==> config.mk <==
export PLATFORM = sky130hd
export DESIGN_NAME = regdump_reader
export DESIGN_NICKNAME = d
export VERILOG_FILES = /design/src/rtl/regdump_pkg.sv /design/src/rtl/regdump_checksum.sv /design/src/rtl/regdump_reader.sv
export SDC_FILE = /design/constraint.sdc
export NUM_CORES = 1
export LEC_CHECK = 0
export BUFFER_PORTS_ARGS = -buffer_cell sky130_fd_sc_hd__buf_4
export CAP_MARGIN = 25
export CORE_AREA = 3 3 78 80
export CTS_CLUSTER_SIZE = 10
export DETAILED_ROUTE_END_ITERATION = 10
export DIE_AREA = 0 0 81 83
export HOLD_SLACK_MARGIN = 0.1
export PLACE_DENSITY = 0.68
export SYNTH_ARGS = -nofsm -noshare
export SYNTH_HDL_FRONTEND = slang
export SYNTH_HIERARCHICAL = 1
export SYNTH_SLANG_ARGS = --single-unit
==> constraint.sdc <==
create_clock -name clk -period 2.6 [get_ports clk]
set_input_delay 0 -clock clk [delete_from_list [all_inputs] [get_ports clk]]
set_output_delay 0 -clock clk [all_outputs]
set_load 0.01 [all_outputs]
==> src/rtl/regdump_pkg.sv <==
// Shared definitions for the register-file dump engine: default geometry and FSM encoding.
package regdump_pkg;

    localparam int unsigned DefNumRegs = 32;
    localparam int unsigned DefAddrW   = 5;
    localparam int unsigned DefDataW   = 32;

    typedef enum logic [2:0] {
        StIdle,
        StRead,
        StHold,
        StCsum,
        StDone
    } dumpState_e;

endpackage

==> src/rtl/regdump_checksum.sv <==
// Running modulo-2^DATA_W sum of the register words emitted by a dump.
module regdump_checksum
    import regdump_pkg::*;
#(
    parameter int unsigned DATA_W = DefDataW
) (
    input  logic              clk,
    input  logic              rst,
    input  logic              clear,
    input  logic              accEn,
    input  logic [DATA_W-1:0] dataIn,
    output logic [DATA_W-1:0] sum
);

    logic [DATA_W-1:0] sumQ, sumD;

    always_comb begin
        sumD = sumQ;
        if (clear) begin
            sumD = '0;
        end else if (accEn) begin
            sumD = sumQ + dataIn;
        end
    end

    always_ff @(posedge clk or negedge rst) begin
        if (!rst) begin
            sumQ <= '0;
        end else begin
            sumQ <= sumD;
        end
    end

    assign sum = sumQ;

endmodule

==> src/rtl/regdump_reader.sv <==
// Walks a wrap-around register range through a read port and streams each word out.
// Define REGDUMP_CHECKSUM_EN to append a checksum beat after the last register.
module regdump_reader
    import regdump_pkg::*;
#(
    parameter int unsigned NUM_REGS = DefNumRegs,
    parameter int unsigned ADDR_W   = DefAddrW,
    parameter int unsigned DATA_W   = DefDataW
) (
    input  logic              clk,
    input  logic              rst,
    input  logic              start,
    input  logic [ADDR_W-1:0] first_reg,
    input  logic [ADDR_W-1:0] last_reg,
    output logic              busy,
    output logic [ADDR_W-1:0] rs,
    input  logic [DATA_W-1:0] rsReadData,
    output logic              out_valid,
    input  logic              out_ready,
    output logic [DATA_W-1:0] out_data,
    output logic [ADDR_W-1:0] out_index,
    output logic              out_last,
    output logic              out_is_csum,
    output logic              done
);

    dumpState_e        stateQ, stateD;
    logic [ADDR_W-1:0] idxQ, idxD;
    logic [ADDR_W-1:0] endQ, endD;
    logic [DATA_W-1:0] dataQ, dataD;
    logic [ADDR_W-1:0] indexQ, indexD;
    logic              lastQ, lastD;
    logic              atEnd;

    assign atEnd = (idxQ == endQ);

    always_comb begin
        stateD = stateQ;
        idxD   = idxQ;
        endD   = endQ;
        dataD  = dataQ;
        indexD = indexQ;
        lastD  = lastQ;
        unique case (stateQ)
            StIdle: begin
                if (start) begin
                    idxD   = first_reg;
                    endD   = last_reg;
                    stateD = StRead;
                end
            end
            StRead: begin
                dataD  = rsReadData;
                indexD = idxQ;
`ifdef REGDUMP_CHECKSUM_EN
                lastD  = 1'b0;
`else
                lastD  = atEnd;
`endif
                stateD = StHold;
            end
            StHold: begin
                if (out_ready) begin
                    if (!atEnd) begin
                        // Explicit wrap keeps the walk correct for any NUM_REGS.
                        idxD   = (idxQ == ADDR_W'(NUM_REGS - 1)) ? '0 : idxQ + ADDR_W'(1);
                        stateD = StRead;
                    end else begin
`ifdef REGDUMP_CHECKSUM_EN
                        stateD = StCsum;
`else
                        stateD = StDone;
`endif
                    end
                end
            end
`ifdef REGDUMP_CHECKSUM_EN
            StCsum: begin
                if (out_ready) begin
                    stateD = StDone;
                end
            end
`endif
            StDone: begin
                stateD = StIdle;
            end
            default: begin
                stateD = StIdle;
            end
        endcase
    end

    always_ff @(posedge clk or negedge rst) begin
        if (!rst) begin
            stateQ <= StIdle;
            idxQ   <= '0;
            endQ   <= '0;
            dataQ  <= '0;
            indexQ <= '0;
            lastQ  <= 1'b0;
        end else begin
            stateQ <= stateD;
            idxQ   <= idxD;
            endQ   <= endD;
            dataQ  <= dataD;
            indexQ <= indexD;
            lastQ  <= lastD;
        end
    end

    assign busy      = (stateQ != StIdle);
    assign rs        = idxQ;
    assign done      = (stateQ == StDone);
    assign out_index = indexQ;

`ifdef REGDUMP_CHECKSUM_EN
    logic [DATA_W-1:0] csumSum;

    regdump_checksum #(
        .DATA_W (DATA_W)
    ) u_checksum (
        .clk    (clk),
        .rst    (rst),
        .clear  ((stateQ == StIdle) && start),
        .accEn  (stateQ == StRead),
        .dataIn (rsReadData),
        .sum    (csumSum)
    );

    // indexQ already holds the end index on the checksum beat.
    assign out_valid   = (stateQ == StHold) || (stateQ == StCsum);
    assign out_data    = (stateQ == StCsum) ? csumSum : dataQ;
    assign out_last    = (stateQ == StCsum) || lastQ;
    assign out_is_csum = (stateQ == StCsum);
`else
    assign out_valid   = (stateQ == StHold);
    assign out_data    = dataQ;
    assign out_last    = lastQ;
    assign out_is_csum = 1'b0;
`endif

endmodule

; Yosys cells after proc, flatten, opt, wreduce, memory -nomap -nowiden
; Index checks and enable logic that the tools add are counted.
[classes]
muxes = 9
bitwise_logic = 0
eq_ne = 8
n_reduce_logical = 6
addsub = 1
n_lt_le_gt_ge = 0
div_mod_pow = 0
shift = 0
multipliers = 0
[op_table]
columns = op, count
row1 = two-way mux 5 bit, 4
row2 = case mux 5 bit (2 select lines), 1
row3 = two-way mux 3 bit, 3
row4 = case mux 3 bit (3 select lines), 1
row5 = adder 5 x 1 -> 5 bit (second input constant), 1
row6 = == test 5 bit, 1
row7 = == test 5 bit (second input constant), 1
row8 = != test 2 bit (second input constant), 2
row9 = AND reduction 2 bit, 2
row10 = AND reduction 4 bit, 1
row11 = == test 3 x 1 -> 1 bit (second input constant), 1
row12 = == test 3 x 2 -> 1 bit (second input constant), 1
row13 = == test 3 bit (second input constant), 1
row14 = zero test 3 bit, 1
row15 = nonzero test 3 bit, 1
row16 = != test 2 x 1 -> 1 bit (second input constant), 1
row17 = nonzero test 2 bit, 1
[word_totals]
input_bits = 46
latch_bits = 0
wordCells = 30
mem_count = 0
ramBits = 0
mem_bits_ro = 0
reg_bits = 51
out_inout_bits = 47

; Longest topological paths before layout
; Gate-level depths: netlist (run 1).
[depth]
ltp_word = 5
ltp_mapped = 6
ltp_nobuf = 6

; Worst setup path before layout (run 1)
; Ideal clock, no wire load.
[synth_timing]
kind = reg2reg
start = register stateQ[2]
end = register endQ[0]
slack_ns = 0.998
setup_ns = 0.125
arrival_ns = 1.477
stages_incl_launch_ff = 4
path_buffers = 0
period_less_slack_ns = 1.602
t_required_ns = 2.475
cell_sequence = dfrtp_1 or3_2 nor2_2 mux2_2
[synth_between]
elab_chain_cells = 2
[synth_lines]
columns = element, line_no
row1 = from (decl), regdump_reader.sv:27  ; dumpState_e stateQ, stateD;
row2 = from (signal assigned), regdump_reader.sv:95  ; stateQ <= StIdle;
row3 = from (signal assigned), regdump_reader.sv:102  ; stateQ <= stateD;
row4 = zero test 3 bit, regdump_reader.sv:44  ; unique case (stateQ)
row5 = AND reduction 2 bit (no line), --
row6 = to (signal assigned), regdump_reader.sv:104  ; endQ <= endD;
row7 = to (decl), regdump_reader.sv:29  ; logic [ADDR_W-1:0] endQ, endD;
; No other way between the ends.
; A chain may end at the register's enable or synchronous reset.

; Final worst setup path (run 1)
[layout_timing]
start = register stateQ[2]
end = register endQ[3]
; Same word-level chain as after synthesis.

==> tab_implementation.tex, run 1 <==
\begin{tabular}{lr}
\hline
Metric & Value \\
\hline
\multicolumn{2}{l}{\textbf{Setup path}} \\
Startpoint of the most critical register-to-register path & stateQ[2] \\
Data arrival time of the critical path & 1.92 ns \\
Data required, critical path & 2.80 ns \\
R2r endpoint & endQ[3] \\
Worst R2R Path Depth & 3 \\
Largest fanout on the critical path & 6 \\
Type of element capturing the critical path & flop \\
Startpoint class of the critical path & flop \\
Reg2reg setup slack & 0.88 ns \\
Critical path class & reg2reg \\
\multicolumn{2}{l}{\textbf{Clock network}} \\
Number of clock sinks & 51 \\
Clock Pin Slew Worst Setup and Hold Paths & 0.09 ns \\
Number of H-tree levels & 2 \\
Clock Tree Buf Depth & 2 \\
Num CTS Buffers & 5 \\
Clock root buffer & sky130\_fd\_sc\_hd\_\_clkbuf\_8 \\
Count of cells resized by post-cts repair & 0 \\
TritonCTS clock tree & built \\
Postcts setup bufs & 0 \\
Worst-skew pair later-pin latency & 0.31 ns \\
\multicolumn{2}{l}{\textbf{Synth}} \\
Post-synthesis sequential element count & 51 \\
Net count after synthesis & 275 \\
Post-synthesis cell area & 0.002176 sq mm \\
Share of the yosys chip area belonging to registers & 58.65\% \\
Post-synth EDFFs & 0 \\
Syn\_area\_per\_cell & 9.585 sq um \\
Cell taking the most area after synthesis & sky130\_fd\_sc\_hd\_\_dfrtp\_1 \\
Gate Count Post-Synth & 227 \\
Count leader, synth & sky130\_fd\_sc\_hd\_\_nand2\_1 \\
Top-area cell type share of the netlist area & 58.65\% \\
Cell variety after synth & 32 \\
Most used flip-flop cell after synthesis & sky130\_fd\_sc\_hd\_\_dfrtp\_1 \\
Fraction of synthesis flops using an asynchronous set or reset pin & 100.0\% \\
Cell types with the highest counts after synthesis & 115 x sky130\_fd\_sc\_hd\_\_nand2\_1, 51 x sky130\_fd\_sc\_hd\_\_dfrtp\_1, 8 x sky130\_fd\_sc\_hd\_\_clkbuf\_1 \\
Ys Warns & 6 \\
Cells taking the most area after synthesis & sky130\_fd\_sc\_hd\_\_dfrtp\_1 59\%, sky130\_fd\_sc\_hd\_\_nand2\_1 20\%, sky130\_fd\_sc\_hd\_\_mux2\_2 2.6\% \\
\multicolumn{2}{l}{\textbf{Floorplanning}} \\
Die H & 83 um \\
Row Count & 27 \\
Io pins & 93 \\
Width of the chip & 81 um \\
Floorplan Core Area & 0.005473 sq mm \\
Area of the die & 0.006723 sq mm \\
Effective utilization at floorplan & 39.76\% \\
\multicolumn{2}{l}{\textbf{Power}} \\
Cell-internal power & 0.002312 W \\
Static Leak & 1.818 nW \\
Net Sw Power & 0.001469 W \\
Worst vdd rail ir drop & 0.0005000 V \\
Areal power density over the cells & 1092 mW/mm\^{}2 \\
Switch share & 38.85\% \\
Clock power share & 13.2\% \\
Sequential fraction of design power & 38.4\% \\
Combinational share of power & 48.4\% \\
Total chip power & 0.003782 W \\
\multicolumn{2}{l}{\textbf{Global route}} \\
Via count of the first global-routing pass & 1975 \\
Pin count of the biggest net entering global routing & 52 \\
Initial antenna violation count & 0 \\
Final global-route overflow total & 0 \\
Global-route wire length before repair & 9.190 mm \\
Overall global routing resource usage & 17.30\% \\
\multicolumn{2}{l}{\textbf{Finish}} \\
Number of nets in the layout & 408 \\
Antenna Diode Count & 0 \\
Fraction of layout cells with a size suffix above 1 & 32.13\% \\
Final design instance area without fill & 0.003465 sq mm \\
Area Overhead vs Synth & 59.23\% \\
\multicolumn{2}{l}{\textbf{Status}} \\
Result of the run & finished clean \\
\multicolumn{2}{l}{\textbf{Place}} \\
Final HPWL from detailed placement & 3.645 mm \\
Total of buffers placed on input and output ports & 91 \\
Post-Place Setup Slack & 0.8623 ns \\
RD Place Congestion & 0.8696 \\
Post-place instance area & 0.002920 sq mm \\
\multicolumn{2}{l}{\textbf{Timing}} \\
Upper clock frequency limit & 581.9 MHz \\
Number of setup violations in the final report & 0 \\
Hold\_ws & 0.1804 ns \\
Setup Skew & 0.008454 ns \\
Actual transition at the worst max-transition pin & 0.8236 ns \\
Slew margin rel. & 45.09\% \\
RSZ-0062 raised after global routing & no \\
Worst Slack Setup Final & 0.8815 ns \\
Total negative setup slack & 0 ns \\
Hold violation count in the final report & 0 \\
Fraction of the cycle the final worst path needs & 66.10\% \\
Tmin final & 1.719 ns \\
Slew Viols, Final & 0 \\
\multicolumn{2}{l}{\textbf{Route}} \\
Average wire per standard cell & 12.82 um \\
Total Routed Length & 5.551 mm \\
Number of DRC markers after the initial detailed-route iteration & 75 \\
Count of antenna-violating nets left after detailed routing & 0 \\
Number of DRC violations after detailed routing & 0 \\
Detailed Routing Iterations Pass 1 & 4 \\
Post-detailed-route via-to-cell ratio & 4.529 \\
Via count & 1961 \\
\multicolumn{2}{l}{\textbf{Min path}} \\
End point of the most critical hold path & endQ[1] \\
Hold path cells & 4 \\
Hold WC Path Type & in2reg \\
Hold Path Origin & start \\
\multicolumn{2}{l}{\textbf{Flow run}} \\
Max-cap violation count & 0 \\
\hline
\end{tabular}
-- final cells by class --
class	instances	area, sq um
Clock buffer	7	96.34
Clock inverter	1	7.507
Fill cell	479	2008
Inverter	5	18.77
Multi-Input combinational cell	161	844.6
Sequential cell	51	1276
Tap cell	72	90.09
Timing Repair Buffer	136	1131
-- worst max-delay path, stage by stage (launching register included) --
cell	delay (ns)
sky130_fd_sc_hd__dfrtp_1	0.46
sky130_fd_sc_hd__or3_2	0.54
sky130_fd_sc_hd__nor2_2	0.24
sky130_fd_sc_hd__mux2_2	0.37
-- logic make-up after synthesis --
logic type / Yosys count / synth area share (%)
xor+xnor: 5 / 2.013
flops: 51 / 58.65
simple gates: 132 / 25.59
buf+inv: 15 / 2.818
compound gates: 13 / 5.176
other cells: 1 / 0.1723
fa+ha+maj: 2 / 1.150
mux: 8 / 4.428
-- power groups by stage --
stage / Combinational (W) / Sequential, W / Clock [W]
CTS: 0.00185 / 0.00145 / 0.000517
floorplan: 0.000858 / 0.00158 / 0
detailed placement: 0.00180 / 0.00147 / 0
global placement: 0.00176 / 0.00146 / 0
finish: 0.00183 / 0.00145 / 0.000498
global route: 0.00205 / 0.00151 / 0.000553
-- registers in the layout, indices dropped and copies added, names as in the netlist --
signal	count
out_data	32
endQ	5
rs	5
stateQ	3
out_last	1
out_index	5
-- worst max path at each step --
stage,from,to
detailed placement,stateQ[1],out_index[3]
CTS,stateQ[1],out_index[3]
global route,stateQ[1],out_last
finish,stateQ[2],endQ[3]
floorplan,stateQ[2],endQ[0]
global placement,stateQ[2],endQ[3]
-- per-layer routing --
layer	up-vias	GRT usage [%]	share of wire (%)
met5	-	0	0
met3	5	4.338	7.0
met4	0	4.147	0.95
li1	982	-	-
met2	65	29.95	50
met1	909	21.27	42
-- layout by cell type (no fill, tap or decap), types with 2 or more instances in the layout --
| cell | count |
|---|---|
| sky130_fd_sc_hd__a211oi_1 | 2 |
| sky130_fd_sc_hd__buf_4 | 92 |
| sky130_fd_sc_hd__clkbuf_8 | 7 |
| sky130_fd_sc_hd__dfrtp_1 | 51 |
| sky130_fd_sc_hd__dlygate4sd3_1 | 44 |
| sky130_fd_sc_hd__ha_1 | 2 |
| sky130_fd_sc_hd__inv_1 | 5 |
| sky130_fd_sc_hd__mux2_2 | 5 |
| sky130_fd_sc_hd__mux2_4 | 2 |
| sky130_fd_sc_hd__nand2_1 | 115 |
| sky130_fd_sc_hd__nand3_1 | 2 |
| sky130_fd_sc_hd__nor2_1 | 3 |
| sky130_fd_sc_hd__nor3b_1 | 2 |
| sky130_fd_sc_hd__o21ai_0 | 4 |
| sky130_fd_sc_hd__o2bb2ai_1 | 2 |
| sky130_fd_sc_hd__xor2_1 | 5 |
-- stage by stage --
step | utilization, % | std cells
after floorplan | - | 227
after global placement | 53.36 | 381
after detailed placement | 53.36 | 381
after CTS | 63.31 | 433
after global routing | 63.31 | 433
final | 63.31 | 433
-- repair_timing --
action / 4_1_cts / 5_1_grt
endpoints found under the hold margin: 94 / 0
hold buffers: 44 / 0
endpoints found under the setup margin: 0 / 0
No activity file was read; power rests on OpenSTA's default activity.
==> run 2, diff against run 1 <==
--- a/config.mk
+++ b/config.mk
@@ -12,7 +12,7 @@
 export DETAILED_ROUTE_END_ITERATION = 10
 export DIE_AREA = 0 0 81 83
 export HOLD_SLACK_MARGIN = 0.1
-export PLACE_DENSITY = 0.68
+export PLACE_DENSITY = 0.7
 export SYNTH_ARGS = -nofsm -noshare
 export SYNTH_HDL_FRONTEND = slang
 export SYNTH_HIERARCHICAL = 1
==> constraint.sdc (replaced) <==
create_clock -name clk -period 1.5 [get_ports clk]
set_input_delay 0 -clock clk [delete_from_list [all_inputs] [get_ports clk]]
set_output_delay 0 -clock clk [all_outputs]
set_load 0.01 [all_outputs]
==> tab_implementation.tex, run 2 (synthesis results as in run 1) <==
\begin{tabular}{lr}
\hline
Metric & Value \\
\hline
\multicolumn{2}{l}{\textbf{Floorplanning}} \\
Io pins & 93 (unchanged) \\
Effective utilization at floorplan & 39.76\% (unchanged) \\
Area of the die & 0.006723 sq mm (unchanged) \\
Die H & 83 um (unchanged) \\
Row Count & 27 (unchanged) \\
Width of the chip & 81 um (unchanged) \\
Floorplan Core Area & 0.005473 sq mm (unchanged) \\
\multicolumn{2}{l}{\textbf{Place}} \\
Total of buffers placed on input and output ports & 91 (unchanged) \\
RD Place Congestion & 0.9068 (was 0.8696) \\
Final HPWL from detailed placement & 3.836 mm (was 3.645 mm) \\
Post-place instance area & 0.003077 sq mm (was 0.002920 sq mm) \\
\multicolumn{2}{l}{\textbf{Route}} \\
Count of antenna-violating nets left after detailed routing & 0 (unchanged) \\
Post-detailed-route via-to-cell ratio & 4.577 (was 4.529) \\
Total Routed Length & 6.010 mm (was 5.551 mm) \\
Via count & 2069 (was 1961) \\
Number of DRC violations after detailed routing & 0 (unchanged) \\
Number of DRC markers after the initial detailed-route iteration & 25 (was 75) \\
Average wire per standard cell & 13.30 um (was 12.82 um) \\
Detailed Routing Iterations Pass 1 & 4 (unchanged) \\
\multicolumn{2}{l}{\textbf{Timing}} \\
Tmin final & 1.531 ns (was 1.719 ns) \\
Actual transition at the worst max-transition pin & 0.6235 ns (was 0.8236 ns) \\
Number of setup violations in the final report & 3 (was 0) \\
Slew margin rel. & 58.43\% (was 45.09\%) \\
Hold violation count in the final report & 0 (unchanged) \\
Hold\_ws & 0.1779 ns (was 0.1804 ns) \\
Total negative setup slack & -0.07555 ns (was 0 ns) \\
Setup Skew & 0.005330 ns (was 0.008454 ns) \\
Fraction of the cycle the final worst path needs & 102.1\% (was 66.10\%) \\
Upper clock frequency limit & 653.0 MHz (was 581.9 MHz) \\
Slew Viols, Final & 0 (unchanged) \\
RSZ-0062 raised after global routing & yes (was no) \\
Worst Slack Setup Final & -0.03149 ns (was 0.8815 ns) \\
\multicolumn{2}{l}{\textbf{Setup path}} \\
Type of element capturing the critical path & flop (unchanged) \\
Startpoint of the most critical register-to-register path & stateQ[1] (was stateQ[2]) \\
Worst setup path startpoint & stateQ[1] (was stateQ[2]) \\
Data arrival time of the critical path & 1.72 ns (was 1.92 ns) \\
Startpoint class of the critical path & flop (unchanged) \\
Critical path class & reg2reg (unchanged) \\
Data required, critical path & 1.69 ns (was 2.80 ns) \\
Largest fanout on the critical path & 4 (was 6) \\
\multicolumn{2}{l}{\textbf{Clock network}} \\
Number of clock sinks & 51 (unchanged) \\
Clock root buffer & sky130\_fd\_sc\_hd\_\_clkbuf\_8 (unchanged) \\
Num CTS Buffers & 5 (unchanged) \\
Clock Pin Slew Worst Setup and Hold Paths & 0.09 ns (about the same) \\
Number of H-tree levels & 2 (unchanged) \\
Worst-skew pair later-pin latency & 0.30 ns (was 0.31 ns) \\
Clock Tree Buf Depth & 2 (unchanged) \\
TritonCTS clock tree & built (unchanged) \\
\multicolumn{2}{l}{\textbf{Finish}} \\
Most frequent cells in the layout & 115 x sky130\_fd\_sc\_hd\_\_nand2\_1, 108 x sky130\_fd\_sc\_hd\_\_buf\_4, 49 x sky130\_fd\_sc\_hd\_\_dfrtp\_1 (was 115 x sky130\_fd\_sc\_hd\_\_nand2\_1, 92 x sky130\_fd\_sc\_hd\_\_buf\_4, 51 x sky130\_fd\_sc\_hd\_\_dfrtp\_1) \\
Antenna Diode Count & 0 (unchanged) \\
Leading cell type in the layout, fill and taps excluded & sky130\_fd\_sc\_hd\_\_nand2\_1 (unchanged) \\
Area Overhead vs Synth & 72.40\% (was 59.23\%) \\
Number of flip-flops in the largest register & 32 (unchanged) \\
Number of nets in the layout & 427 (was 408) \\
Fraction of layout cells with a size suffix above 1 & 38.95\% (was 32.13\%) \\
Seq. cell area & 0.001279 sq mm (was 0.001276 sq mm) \\
Final design instance area without fill & 0.003751 sq mm (was 0.003465 sq mm) \\
Number of filler cells placed in the layout & 442 (was 479) \\
Area used by multi-input combinational logic & 938.4 sq um (was 844.6 sq um) \\
\multicolumn{2}{l}{\textbf{Min path}} \\
Hold WC Path Type & in2reg (unchanged) \\
Hold Path Origin & start (unchanged) \\
\multicolumn{2}{l}{\textbf{Global route}} \\
Overall global routing resource usage & 18.21\% (was 17.30\%) \\
Via count of the first global-routing pass & 2063 (was 1975) \\
Final global-route overflow total & 0 (unchanged) \\
GR met3 Demand/Resource & 4.881\% (was 4.338\%) \\
Initial antenna violation count & 0 (unchanged) \\
Most Crowded Layer GR & met2 (unchanged) \\
Global-route wire length before repair & 9.584 mm (was 9.190 mm) \\
Global-route track usage on met2 & 32.49\% (was 29.95\%) \\
GRT met1 Usage & 21.52\% (was 21.27\%) \\
Pin count of the biggest net entering global routing & 52 (unchanged) \\
\multicolumn{2}{l}{\textbf{Power}} \\
Areal power density over the cells & 1962 mW/mm\^{}2 (was 1092 mW/mm\^{}2) \\
Worst vdd rail ir drop & 0.001020 V (was 0.0005000 V) \\
Static Leak & 1.956 nW (was 1.818 nW) \\
\multicolumn{2}{l}{\textbf{Status}} \\
Violated checks & negative setup slack \\
Result of the run & finished, violations left (was finished clean) \\
\multicolumn{2}{l}{\textbf{Flow run}} \\
Max-cap violation count & 0 (unchanged) \\
\hline
\end{tabular}
==> run 2: area by class of cell <==
| cell class | count | share of cell area (%) |
|---|---|---|
| clock buffer | 5 | 1.835 |
| sequential | 51 | 34.09 |
| tap | 72 | 2.402 |
| inverter | 5 | 0.5670 |
| clock inverter | 3 | 1.167 |
| multi-input combinational | 161 | 25.02 |
| timing repair buffer | 155 | 34.92 |
==> run 2: critical path, cell delays in order (launching register included) <==
cell and delay [ns]:
sky130_fd_sc_hd__dfrtp_1 0.42, sky130_fd_sc_hd__mux2i_1 0.15, sky130_fd_sc_hd__or3_4 0.36, sky130_fd_sc_hd__a21oi_4 0.18, sky130_fd_sc_hd__mux2_4 0.31
==> run 2: metal layers <==
| metal | share of wire, % | vias to the layer above |
|---|---|---|
| li1 | - | 1023 |
| met1 | 42 | 970 |
| met2 | 51 | 68 |
| met3 | 5.9 | 8 |
| met4 | 0.77 | 0 |
| met5 | 0 | - |
==> run 2: path summary, 6_finish.rpt <==
| path | to | slack (ns) | cells after the start |
|---|---|---|---|
| setup / recovery | rs[1] | -0.03 | 4 |
| hold / removal | endQ[0] | 0.18 | 4 |
| setup reg to reg | rs[1] | -0.03 | 4 |
| hold reg to reg | out_index[4] | 0.48 | 2 |
| max in group asynchronous | rs[0] | 0.79 | 2 |
| min in group asynchronous | out_data[16] | 0.26 | 2 |
==> run 2: per-stage QoR <==
| step | setup WS, ns | util, % | power [W] | cells |
|---|---|---|---|---|
| 2_1_floorplan | -0.02811 | - | 0.004253 | 227 |
| 3_3_place_gp | -0.009172 | 56.22 | 0.005953 | 398 |
| 3_5_place_dp | -0.08248 | 56.22 | 0.006051 | 398 |
| 4_1_cts | -0.04140 | 67.56 | 0.007292 | 452 |
| 5_1_grt | -0.09585 | 68.54 | 0.007959 | 452 |
| 6_report | -0.03149 | 68.54 | 0.007359 | 452 |
==> run 2: what timing repair did <==
action | CTS | global route
cloned | 1 | 0
pin swaps | 0 | 1
hold endpoints to repair | 94 | 0
hold buffers | 44 | 0
resized for setup | 7 | 14
setup buffers | 1 | 0
endpoints found under the setup margin | 16 | 14
==> run 2: power breakdown <==
group / switching [W] / internal, W
logic: 0.00188 / 0.00205
clock network: 0.000439 / 0.000497
registers: 0.000448 / 0.00205
total: 0.00277 / 0.00459
